### src/rtl/imem_loader.sv
// Instruction-memory loader: assembles a framed byte stream into 16-bit imem writes
// and holds the core in reset until a frame with a good checksum has been loaded.
module imem_loader #(
    parameter int       MAX_WORDS      = 128,
    parameter bit [7:0] SYNC_BYTE      = 8'hA5,
    parameter int       TIMEOUT_CYCLES = 100000
) (
    input  logic        clk,
    input  logic        reset,
    input  logic [7:0]  in_data,
    input  logic        in_valid,
    output logic        in_ready,
    output logic        imem_we,
    output logic [15:0] imem_addr,
    output logic [15:0] imem_wdata,
    output logic        core_reset,
    output logic        busy,
    output logic        done,
    output logic        error,
    output logic [7:0]  words_loaded
);

    localparam int             TW       = $clog2(TIMEOUT_CYCLES + 1);
    localparam logic [7:0]     MAX_LEN  = 8'(MAX_WORDS);
    localparam logic [TW-1:0]  TMO_LAST = TW'(TIMEOUT_CYCLES - 1);

    typedef enum logic [2:0] {
        S_IDLE,
        S_LEN,
        S_DATA_HI,
        S_DATA_LO,
        S_CHECK,
        S_DONE,
        S_ERROR
    } state_t;

    state_t         r_state;
    state_t         w_next_state;

    logic           r_in_ready;
    logic           r_we;
    logic [15:0]    r_addr;
    logic [15:0]    r_wdata;
    logic           r_core_reset;
    logic           r_busy;
    logic           r_done;
    logic           r_error;
    logic [7:0]     r_words;
    logic [7:0]     r_len;
    logic [7:0]     r_idx;
    logic [7:0]     r_chk;
    logic [7:0]     r_hi;
    logic [TW-1:0]  r_tmo;

    logic           w_accept;
    logic           w_in_frame;
    logic           w_len_ok;
    logic           w_timeout;

    assign w_accept   = in_valid & r_in_ready;
    assign w_in_frame = (r_state == S_LEN) || (r_state == S_DATA_HI) ||
                        (r_state == S_DATA_LO) || (r_state == S_CHECK);
    assign w_len_ok   = (in_data != 8'd0) && (in_data <= MAX_LEN);
    assign w_timeout  = w_in_frame && !w_accept && (r_tmo == TMO_LAST);

    always_ff @(posedge clk or negedge reset) begin
        if (!reset) begin
            r_state <= S_IDLE;
        end else begin
            r_state <= w_next_state;
        end
    end

    // NOTE: next state defaults to the current state so no path through the case infers a latch.
    always_comb begin
        w_next_state = r_state;
        unique case (r_state)
            S_IDLE: begin
                if (w_accept && in_data == SYNC_BYTE) w_next_state = S_LEN;
            end
            S_LEN: begin
                if (w_accept) w_next_state = w_len_ok ? S_DATA_HI : S_ERROR;
            end
            S_DATA_HI: begin
                if (w_accept) w_next_state = S_DATA_LO;
            end
            S_DATA_LO: begin
                if (w_accept) w_next_state = ((r_idx + 8'd1) == r_len) ? S_CHECK : S_DATA_HI;
            end
            S_CHECK: begin
                if (w_accept) w_next_state = (in_data == r_chk) ? S_DONE : S_ERROR;
            end
            S_DONE, S_ERROR: begin
                if (w_accept && in_data == SYNC_BYTE) w_next_state = S_LEN;
            end
            default: w_next_state = S_IDLE;
        endcase
        if (w_timeout) w_next_state = S_ERROR;
    end

    // Status outputs are registered from the next state so they line up with the state register.
    // NOTE: sequential state uses non-blocking assignments so every register samples pre-edge values.
    always_ff @(posedge clk or negedge reset) begin
        if (!reset) begin
            r_in_ready   <= 1'b0;
            r_we         <= 1'b0;
            r_addr       <= '0;
            r_wdata      <= '0;
            r_core_reset <= 1'b1;
            r_busy       <= 1'b0;
            r_done       <= 1'b0;
            r_error      <= 1'b0;
            r_words      <= '0;
            r_len        <= '0;
            r_idx        <= '0;
            r_chk        <= '0;
            r_hi         <= '0;
            r_tmo        <= '0;
        end else begin
            r_in_ready   <= 1'b1;
            r_we         <= 1'b0;
            r_busy       <= (w_next_state == S_LEN) || (w_next_state == S_DATA_HI) ||
                            (w_next_state == S_DATA_LO) || (w_next_state == S_CHECK);
            r_done       <= (w_next_state == S_DONE);
            r_error      <= (w_next_state == S_ERROR);
            r_core_reset <= (w_next_state != S_DONE);

            if (w_accept) begin
                r_tmo <= '0;
            end else if (w_in_frame) begin
                r_tmo <= r_tmo + TW'(1);
            end

            if (w_accept) begin
                unique case (r_state)
                    S_LEN: begin
                        if (w_len_ok) begin
                            r_len   <= in_data;
                            r_idx   <= '0;
                            r_chk   <= '0;
                            r_words <= '0;
                        end
                    end
                    S_DATA_HI: begin
                        r_hi  <= in_data;
                        r_chk <= r_chk ^ in_data;
                    end
                    S_DATA_LO: begin
                        r_chk   <= r_chk ^ in_data;
                        r_we    <= 1'b1;
                        r_addr  <= {7'd0, r_idx, 1'b0};
                        r_wdata <= {r_hi, in_data};
                        r_idx   <= r_idx + 8'd1;
                        r_words <= r_idx + 8'd1;
                    end
                    default: ;
                endcase
            end
        end
    end

    assign in_ready     = r_in_ready;
    assign imem_we      = r_we;
    assign imem_addr    = r_addr;
    assign imem_wdata   = r_wdata;
    assign core_reset   = r_core_reset;
    assign busy         = r_busy;
    assign done         = r_done;
    assign error        = r_error;
    assign words_loaded = r_words;

endmodule

### config.mk
export PLATFORM = sky130hd
export DESIGN_NAME = imem_loader
export DESIGN_NICKNAME = d
export VERILOG_FILES = /design/src/rtl/imem_loader.sv
export SDC_FILE = /design/constraint.sdc
export NUM_CORES = 1
export LEC_CHECK = 0
export CAP_MARGIN = 20
export CORE_UTILIZATION = 49
export DETAILED_ROUTE_END_ITERATION = 7
export PLACE_DENSITY_LB_ADDON = 0.12
export SKIP_LAST_GASP = 1
export SYNTH_ARGS = -nofsm -noshare
export SYNTH_HDL_FRONTEND = slang
export SYNTH_SLANG_ARGS = --single-unit
### constraint.sdc
create_clock -name clk -period 2.03 [get_ports clk]
set_clock_uncertainty 0.2 [all_clocks]
set_input_delay 0.203 -clock clk [delete_from_list [all_inputs] [get_ports clk]]
set_output_delay 0.203 -clock clk [all_outputs]
set_load 0.01 [all_outputs]
==> out/results.ini <==
[setup_path]
reg2reg_depth=7
timing.rr.end=r_idx[7]
r2r_slack_ps=-60
cp_data_required_time_ps=2070
endpoint_kind=flop
critPathMaxFanout=9
rr_startpoint=r_state[0]
crit_start=r_state[0]
setup.worst_path.class=flop to flop
crit_arrival_ps=2130
crit_path_end=r_idx[7]
crit_path_start_kind=flop

[clocking]
clock-sinks=82
cts_buffers=9
h-tree-depth=3
clk_pin_slew_ps=90
clock_path_buffers=2
cts_tree=built
clock_latency_ps=360
root_buffer=clkbuf_8

[route]
vias_per_cell=5.39
postRouteAntennaNets=0
first_iter_violations=156
wl_per_cell_um=15.2
vias=3268
drc=0
wl_um=9210
dr.pass1.iters=4

[final_layout]
area_delta_synth_final_pct=37.9
final_nets=512
final_cells=606
drive_above_1_share=0.343
insertedDiodeCount=0
final_area_um2=5640

[synth]
synth_edf_count=0
syn_area_per_cell_um2=10.4
synth_area_leaders=dfrtp_1, mux2_2, xor2_1, nor2_1, o21ai_1
synth_commonest_cells=dfrtp_1, nor2_1, mux2_2, nand2_1, o21ai_1
yosysMostFrequentCell=dfrtp_1
ys_types=55
yosys_register_bits=82
synthCells=394
async_flop_share=1.00
synth_ff_type=dfrtp_1
ys_warn_count=0
synth_top_area_share=0.496
synthesis.area_um2=4090
synth_top_area_cell=dfrtp_1
synth_seq_area_share=0.502

[placement]
gp_congestion=0.901
dpl-instance-area_um2=5090
dpl.cell_count=577
dp_slack_ps=-610
port_buffers=48
dp_hpwl_um=6420

[die]
dieHeight_um=93.4
ios=57
rows=32
core_um2=7890
fp.dieW_um=93.4
fp.dieArea_um2=8710
start_util=0.518

[timing]
hold_viol=1
setup_viol=5
fin_setup_tns_ps=-86.0
fin_hold_ws_ps=-20.2
fin_crit_ps=2090
setup_ws_ps=-57.9
fmaxAchievable_mhz=479
rsz0062_at_grt=yes
maxSlewViolCount=0
period_share=1.03

[global_routing]
grt_pass1_vias=3109
globalRouteTotalUtil=0.225
antenna_found_initial=0
grt_max_degree=45
grt_pass1_wl_um=15000
grt_remaining_overflow=0

[power]
p_leak_nw=2.54
peakVddDrop_uv=752
powerDensity_nw_per_um2=1160

[min_path]
hp-class=input port to flop

[outcome]
violations=hold timing, setup timing
status=finished with violations

[flow_run]
maxCapViolCount=0

through the flow:
step            util  total power [W]  hold WS (ps)
5_1_grt        0.715          0.00688          23.4
2_1_floorplan      -          0.00385          -293
4_1_cts        0.694          0.00631          51.0
6_report       0.715          0.00653         -20.2
3_3_place_gp   0.646          0.00483         -92.5
3_5_place_dp   0.646          0.00489         -92.9
cell families (layout without fill, tap and decap cells):
group,Yosys count,after routing,share of synthesized area
flip-flops,82,82,0.502
other,2,9,0.00184
AND/OR/NAND/NOR,130,130,0.158
multiplexers,42,42,0.115
XOR/XNOR,31,31,0.0664
adder cells (fa/ha/maj),2,2,0.00612
AO/OA/AOI/OAI,66,66,0.103
buffers and inverters,39,142,0.0483
cells in the final DEF, fill, tap and decap left out, types with 10 or more instances in the layout:
cell	count
dfrtp_1	78
buf_4	53
clkdlybuf4s50_1	39
mux2_2	34
nor2_1	33
nand2_1	28
o21ai_1	28
xor2_1	21
buf_6	12
nand3_1	11
a21oi_1	10
sequential cells by signal, summed over array words and instances, names as in the netlist:
signal / cells
imem_we: 1
imem_addr: 8
in_ready: 1
r_chk: 8
busy: 1
r_state: 3
r_idx: 8
r_tmo: 17
error: 1
r_hi: 8
r_len: 8
done: 1
imem_wdata: 16
core_reset: 1
how the worst min path moves through the flow:
stage	startpoint	end	slack, ps	cells after the start
3_3_place_gp	reset	imem_addr[5]	-90	1
2_1_floorplan	reset	busy	-290	0
5_1_grt	in_data[4]	r_len[7]	20	4
3_5_place_dp	reset	imem_addr[5]	-90	1
6_report	in_data[4]	r_len[7]	-20	4
4_1_cts	in_data[1]	r_len[7]	50	4
worst max-delay path: stages, from the launching register on:
cell and delay [ps]:
dfrtp_1 420, nand3_2 110, or3_4 350, or3_4 360, buf_12 150, and2_4 190, o21ai_2 120, o21ai_1 70
report_power, final:
| part | internal [W] | total (W) | switching (W) |
|---|---|---|---|
| clock | 0.000576 | 0.00121 | 0.000632 |
| combinational | 0.00160 | 0.00287 | 0.00127 |
| sequential | 0.00212 | 0.00246 | 0.000335 |
per-layer routing:
layer  track usage  wire length (um)  vias up  part of all wire
met5             0                 0        -                 0
met4        0.0923               139        0             0.015
met3        0.0366               452       10             0.049
met2         0.359              4340       96              0.47
met1         0.307              4280     1605              0.46
li1              -                 -     1557                 -
repair_timing:
item                                    in CTS  in global routing
pin swaps                                   12                 23
hold endpoints to repair                    82                  0
gates resized for setup                     34                 34
hold buffers                                 1                  0
setup buffers                                4                  9
endpoints found under the setup margin      31                 41
area by class of cell:
type	count	area, um2
Timing Repair Buffer	119	1140
Multi-Input combinational cell	280	2090
Sequential cell	82	2060
Tap cell	102	128
Inverter	7	26.3
Clock inverter	7	76.3
Clock buffer	9	124
Fill cell	581	2250
Note: power is estimated with default switching activity, not from simulation.
